## src/rtl/forward_hazard_unit_pkg.sv

```systemverilog
// Shared CPU pipeline types: forward select codes and the hazard tracker slot record.
package forward_hazard_unit_pkg;

    // Widest register index the slot record can hold; narrower indices are zero-extended.
    localparam int MAX_REG_BITS = 8;

    typedef enum logic [1:0] {
        FWD_RF    = 2'b00,
        FWD_EXMEM = 2'b01,
        FWD_MEMWB = 2'b10
    } fwd_sel_t;

    typedef struct packed {
        logic                    valid;
        logic [MAX_REG_BITS-1:0] rd;
        logic                    regwrite;
        logic                    isload;
    } hazard_slot_t;

    localparam hazard_slot_t EMPTY_SLOT = '0;

    // A slot only produces a forwardable value if it really writes a non-zero register.
    function automatic logic is_live(input hazard_slot_t slot);
        return slot.valid && slot.regwrite && (slot.rd != '0);
    endfunction

endpackage

```

## src/rtl/fwd_compare.sv

```systemverilog
// Picks the forward source for one ID operand: nearest live producer wins, x0 never forwards.
module fwd_compare
    import forward_hazard_unit_pkg::*;
#(
    parameter int NrOfRegBits = 5
) (
    input  logic [NrOfRegBits-1:0] src,
    input  logic                   use_src,
    input  hazard_slot_t           ex_slot,
    input  hazard_slot_t           mem_slot,
    output fwd_sel_t               code
);

    logic [MAX_REG_BITS-1:0] src_ext;
    logic                    ex_hit;
    logic                    mem_hit;

    assign src_ext = MAX_REG_BITS'(src);
    assign ex_hit  = use_src && is_live(ex_slot)  && (ex_slot.rd  == src_ext);
    assign mem_hit = use_src && is_live(mem_slot) && (mem_slot.rd == src_ext);

    always_comb begin
        code = FWD_RF;
        if (ex_hit) begin
            code = FWD_EXMEM;
        end else if (mem_hit) begin
            code = FWD_MEMWB;
        end
    end

endmodule

```

## src/rtl/forward_hazard_unit.sv

```systemverilog
// Tracks the EX and MEM producers of a 5-stage pipeline and derives operand forwarding
// selects plus the one-cycle load-use stall for the instruction sitting in ID.
module forward_hazard_unit
    import forward_hazard_unit_pkg::*;
#(
    parameter int NrOfRegBits  = 5,
    parameter int StallCntBits = 16
) (
    input  logic                    Clock,
    input  logic                    Reset,
    input  logic                    Tick,
    input  logic                    Flush,
    input  logic                    IdValid,
    input  logic [NrOfRegBits-1:0]  IdRs1,
    input  logic [NrOfRegBits-1:0]  IdRs2,
    input  logic                    IdUseRs1,
    input  logic                    IdUseRs2,
    input  logic [NrOfRegBits-1:0]  IdRd,
    input  logic                    IdRegWrite,
    input  logic                    IdIsLoad,
    output logic [1:0]              Rs1Forward,
    output logic [1:0]              Rs2Forward,
    output logic                    Stall,
    output logic [StallCntBits-1:0] StallCount
);

    hazard_slot_t            ex_slot;
    hazard_slot_t            mem_slot;
    fwd_sel_t                rs1_code;
    fwd_sel_t                rs2_code;
    logic                    stall;
    logic [StallCntBits-1:0] stall_count;

    fwd_compare #(.NrOfRegBits(NrOfRegBits)) u_rs1_cmp (
        .src      (IdRs1),
        .use_src  (IdUseRs1),
        .ex_slot  (ex_slot),
        .mem_slot (mem_slot),
        .code     (rs1_code)
    );

    fwd_compare #(.NrOfRegBits(NrOfRegBits)) u_rs2_cmp (
        .src      (IdRs2),
        .use_src  (IdUseRs2),
        .ex_slot  (ex_slot),
        .mem_slot (mem_slot),
        .code     (rs2_code)
    );

    // An EX-forward hit on a load means the data is not ready yet; Flush cancels the consumer.
    assign stall = IdValid && !Flush && ex_slot.isload &&
                   ((rs1_code == FWD_EXMEM) || (rs2_code == FWD_EXMEM));

    always_ff @(posedge Clock or negedge Reset) begin
        if (!Reset) begin
            ex_slot     <= EMPTY_SLOT;
            mem_slot    <= EMPTY_SLOT;
            stall_count <= '0;
        end else if (Tick) begin
            mem_slot <= ex_slot;
            if (stall || Flush || !IdValid) begin
                ex_slot <= EMPTY_SLOT;
            end else begin
                ex_slot.valid    <= 1'b1;
                ex_slot.rd       <= MAX_REG_BITS'(IdRd);
                ex_slot.regwrite <= IdRegWrite;
                ex_slot.isload   <= IdIsLoad;
            end
            if (stall && (stall_count != '1)) begin
                stall_count <= stall_count + StallCntBits'(1);
            end
        end
    end

    assign Rs1Forward = rs1_code;
    assign Rs2Forward = rs2_code;
    assign Stall      = stall;
    assign StallCount = stall_count;

endmodule
```

## config.mk

```make
export PLATFORM = sky130hd
export DESIGN_NAME = forward_hazard_unit
export DESIGN_NICKNAME = d
export VERILOG_FILES = /design/src/rtl/forward_hazard_unit_pkg.sv /design/src/rtl/fwd_compare.sv /design/src/rtl/forward_hazard_unit.sv
export SDC_FILE = /design/constraint.sdc
export NUM_CORES = 1
export LEC_CHECK = 0
export ABC_AREA = 1
export CAP_MARGIN = 5
export CORE_ASPECT_RATIO = 0.9
export CORE_MARGIN = 1
export CORE_UTILIZATION = 55
export CTS_BUF_LIST = sky130_fd_sc_hd__clkbuf_8
export DETAILED_ROUTE_END_ITERATION = 10
export PLACE_DENSITY = 0.91
export SYNTH_ARGS = -nofsm -noshare
export SYNTH_HDL_FRONTEND = slang
export SYNTH_SLANG_ARGS = --single-unit
```

## constraint.sdc

```tcl
create_clock -name Clock -period 3.81 [get_ports Clock]
set_input_delay 0.762 -clock Clock [delete_from_list [all_inputs] [get_ports Clock]]
set_output_delay 0.762 -clock Clock [all_outputs]
set_load 0.01 [all_outputs]
```

==> metrics.txt, run 1 <==
status=finished clean; type of origin of the critical path=input pin; Worst Skew=3.910 ps; total global-route track usage=27.17%; die area=3683 µm²; endpoints failing setup=0; Post-Synthesis Cells=264; top cells by area, synth=dfrtp_1, nand2_1, nand3_1; clk sinks=31; WS Path Type=in2out; Post-Syn Nets=289; Cell Area, Placed=2360 µm²; Worst Setup End Kind=output pin; pre-CTS WS=425.3 ps; antenna diode count=0; synth warn=0; Worst-path clk slew=60 ps; Final min period=3398 ps; number of synthesized flops with an enable pin=0; Initial Util=59.91%; die height=57.68 µm; Die Width=63.86 µm; crit-path leading delay family=buffers and inverters; first-pass GRT wire length=7631 µm; CTS tree=yes; Root Buffer=clkbuf_8; WL per Instance=12.75 µm; pwr dens=273.9 nW/µm²; Top Ports=45; Worst path slowest cell=clkdlybuf4s50_1; slowest cell delay on critical path=520 ps; TritonRoute pass-1 iters=5; setup TNS=0 ps; cell taking the most area after synthesis=dfrtp_1; peak supply drop=0.0002439 V; Num CTS Buffers=5; fin crit share=89.17%; Area growth syn-to-layout=28.40%; Final Hold Fails=0; Post-CTS Resized=0; vias in the first global route=1673; worst skew pair latency=280 ps; final setup margin=412.4 ps; synth cell count leaders=nand2_1, dfrtp_1, nor2_1, nand3_1, inv_1; Buf/Inv on CP=3; fin. max-slew vios=0; post-layout util=76.93%; count leader, synth=nand2_1; GPL Wtd Cong=0.9305; drc violations=0; Synth cell types=26; syn avg cell area=7.175 µm²; synthesis-stage register bit count=31; leakage=1.209 nW; top-area cell type share of the netlist area=40.95%; CTS H-tree lvls=2; Mapped Area=1894 µm²; Final ANT Viol Nets=0; Starting DRT DRC Count=122; DRT Wirelength=4477 µm; initial antenna violation count=0; RSZ-0062 raised after global routing=false; CTS max path bufs=2; DP HPWL=3265 µm; Synth async-reset ratio=100.0%; hold_buf cts=0; gr ovfl total=0; PortBufs=44; Rel. slew slack=56.70%; share of layout cells above drive strength 1=6.472%; CP Cell Sequence=clkdlybuf4s50_1 -> a21oi_1 -> nand2_1 -> nor2_1 -> nand3_1 -> nand2_2 -> nand2_1 -> inv_2 -> clkdlybuf4s50_1; Synth Flop Type=dfrtp_1; Post-CTS Setup Inserts=0; MaxCap Viol Count=0; critical path arrival=2640 ps; post-synthesis sequential area ratio=40.95%; detailed-route vias per instance=5.254; Max Freq=294.3 MHz; area of the core=3162 µm²; Hold WC Path Type=reg2reg; routed via count=1844; largest net degree at the start of global routing=32; cell area after layout=2432 µm²; Data required, critical path=3050 ps; maximum net fanout on the critical path=9; nets=335; Tightest Pin Transition=647.4 ps; # rows=19
metal layers:
| layer | global-route usage (%) | vias up | wire length, µm |
|---|---|---|---|
| met1 | 36.87 | 844 | 2022 |
| met3 | 6.496 | 5 | 309 |
| met5 | 0 | - | 0 |
| met4 | 9.740 | 0 | 34 |
| met2 | 42.86 | 80 | 2112 |
| li1 | - | 915 | - |
area by class of cell:
cell class                      instances  area [µm²]
Clock buffer                            5       68.82
Sequential cell                        31       775.7
Inverter                               27       101.3
Clock inverter                          1       3.754
Multi-Input combinational cell        200       982.2
Timing Repair Buffer                   45       447.9
Tap cell                               42       52.55
Fill cell                             225       729.5
worst register-to-register path: stages, from the launching register on:
cell     delay (ps)
dfrtp_1         420
ha_1            240
nand3_1         190
nor3_2           80
nand3_1         130
nand4_2         390
nand2_1         210
nand2_1          80
logic make-up after synthesis:
kind of cell             Yosys count  synth area share, %
AO/OA/AOI/OAI                     18                5.086
XOR/XNOR                          24                11.10
adder cells (fa/ha/maj)            1               0.6604
buffers and inverters             33                7.199
flip-flops                        31                40.95
AND/OR/NAND/NOR                  157                35.01
where the power goes:
| part | switching [mW] | internal (mW) |
|---|---|---|
| Sequential | 0.0114 | 0.340 |
| Combinational | 0.0431 | 0.0416 |
| Clock | 0.111 | 0.119 |
flip-flops by register name, indices dropped and copies added, names as in the netlist:
signal	count
StallCount	16
ex_slot	8
mem_slot	7
metrics by stage:
stage	hold WS (ps)	std cells	power [mW]
after floorplan	442.7	264	0.3955
after global placement	460.1	345	0.4386
after detailed placement	464.1	345	0.4411
after CTS	478.1	351	0.6683
after global routing	532.8	351	0.6959
final	477.8	351	0.6661
cell usage in the layout, fill, tap and decap left out, types with 2 or more instances in the layout:
cell type        instances
nand3_1                 21
nand4_1                  3
dfrtp_1                 31
nor2_1                  22
nand2_1                102
o21ai_1                  8
a21oi_1                  2
inv_2                    9
clkdlybuf4s50_1         44
o21ai_0                  6
xor2_1                  12
xnor2_1                 12
nor4_1                   2
inv_1                   19
clkbuf_8                 5
path summary, 6_finish.rpt:
check | start | to | slack (ps) | cells after the start
setup / recovery | IdRs1[3] | Stall | 410 | 9
hold / removal | mem_slot[1] | mem_slot[1] | 480 | 2
setup reg to reg | StallCount[0] | StallCount[15] | 1970 | 7
hold reg to reg | mem_slot[1] | mem_slot[1] | 480 | 2
max in group asynchronous | Reset | StallCount[11] | 2650 | 2
min in group asynchronous | Reset | ex_slot[0] | 870 | 2
No activity file was read; power rests on OpenSTA's default activity.
==> inputs of run 2 (changes only) <==
- GPL_TIMING_DRIVEN: unset -> 0
==> run 2 against run 1 <==
Net effect: core utilization is 1.7 points higher; clock skew is 0.94 ps higher; non-clock buffer count is 5 higher; setup slack worse by 100 ps; routed wire length is 5.7% higher; first-iteration DRC count is 43% higher; global-route usage is 0.29 points higher; sequential share of layout area is 0.69 points lower; die area stayed put; critical endpoint unchanged; largest cell class unchanged.
==> metrics.txt, run 2 (synthesis gave the netlist of run 1 again) <==
critical path arrival=2740 ps; Data required, critical path=3050 ps; largest net degree at the start of global routing=22; WS Path Type=in2out; vias in the first global route=1708; highest metal used=met4; MaxCap Viol Count=0; Final ANT Viol Nets=0; setup TNS=0 ps; CTS H-tree lvls=2; Rel. slew slack=61.42%; Cell Area, Placed=2405 µm²; nets=340; Final min period=3500 ps; Post-CTS Resized=0; Hold WC Path Type=reg2reg; Num CTS Buffers=5; pwr dens=272.6 nW/µm²; CTS max path bufs=2; max reg flops=16; met2 WL=2247 µm; # rows=19; worst skew pair latency=280 ps; first-pass GRT wire length=7659 µm; Final Hold Fails=0; routed via count=1892; fin crit share=91.85%; GPL Wtd Cong=0.9239; commonest non-fill, non-tap cell in the layout=nand2_1; PortBufs=43; Worst-path clk slew=60 ps; clk sinks=31; cell area after layout=2486 µm²; pre-CTS WS=344.0 ps; Post-CTS Setup Inserts=0; Root Buffer=clkbuf_8; hold_buf cts=0; final setup margin=310.5 ps; type of origin of the critical path=input pin; endpoints failing setup=0; WL per Instance=13.22 µm; Initial Util=59.91%; detailed-route vias per instance=5.285; die area=3683 µm²; RSZ-0062 raised after global routing=false; total global-route track usage=27.46%; status=finished clean; wire length on met3=280 µm; area of the core=3162 µm²; most frequent cells in the layout=nand2_1, clkdlybuf4s50_1, dfrtp_1; DP HPWL=3531 µm; Area growth syn-to-layout=31.24%; routed metal-1 wire length=2136 µm; Max Freq=285.8 MHz; Worst Setup End Kind=output pin; Top Ports=45; TritonRoute pass-1 iters=5; DRT Wirelength=4733 µm; Die Width=63.86 µm; CTS tree=yes; maximum net fanout on the critical path=9; leakage=1.243 nW; Starting DRT DRC Count=174; gr ovfl total=0; antenna diode count=0; fin. max-slew vios=0; initial antenna violation count=0; die height=57.68 µm; drc violations=0; Tightest Pin Transition=576.8 ps; share of layout cells above drive strength 1=7.911%; Worst Skew=4.851 ps; peak supply drop=0.0002377 V
[run 2: cell count changes in the layout (fill, tap and decap cells not counted), sizes merged]
cell,before,now
clkinv,0,1
clkbuf,5,7
inv,28,29
buf,1,5
clkdlybuf4s50,44,43
[run 2: routing by layer]
| metal | up-vias | global-route usage, % |
|---|---|---|
| li1 | 929 | - |
| met1 | 871 | 36.23 |
| met2 | 83 | 44.98 |
| met3 | 9 | 5.709 |
| met4 | 0 | 10.39 |
| met5 | - | 0 |
[run 2: final cells by class]
type	instances	area, µm²
Buffer	6	35.03
Clock buffer	5	68.82
Clock inverter	3	12.51
Fill cell	227	675.6
Inverter	27	101.3
Multi-Input combinational cell	200	982.2
Sequential cell	31	775.7
Tap cell	42	52.55
Timing Repair Buffer	44	457.9
[run 2: critical path, cell delays in order]
cell and delay, ps:
clkdlybuf4s50_1 540, inv_1 60, nand2_1 50, nand3_1 70, nor2_1 110, nand3_1 130
nand2_2 150, nand2_1 230, inv_2 90, clkdlybuf4s50_1 530
[run 2: path summary, 6_finish.rpt]
kind                                from  depth (start not counted)             end  slack, ps
setup / recovery                IdRs2[1]                         10           Stall        310
max in group asynchronous          Reset                          2  StallCount[11]       2470
min in group asynchronous          Reset                          1   StallCount[3]        850
setup reg to reg           StallCount[0]                          8  StallCount[12]       1900
hold reg to reg             mem_slot[10]                          2    mem_slot[10]        490
hold / removal              mem_slot[10]                          2    mem_slot[10]        490
[run 2: stage by stage]
stage | util [%] | hold slack, ps | cells | power (mW)
after floorplan | - | 442.7 | 264 | 0.3955
after global placement | 75.19 | 461.5 | 349 | 0.4370
after detailed placement | 76.06 | 471.6 | 350 | 0.4435
after CTS | 78.63 | 490.4 | 358 | 0.6751
after global routing | 78.63 | 528.8 | 358 | 0.7023
final | 78.63 | 491.0 | 358 | 0.6777
[run 2: power breakdown]
| group | switching, mW | leakage, nW | internal, mW |
|---|---|---|---|
| Clock | 0.116 | 0.0505 | 0.122 |
| Sequential | 0.0106 | 0.425 | 0.340 |
| Combinational | 0.0455 | 0.767 | 0.0433 |
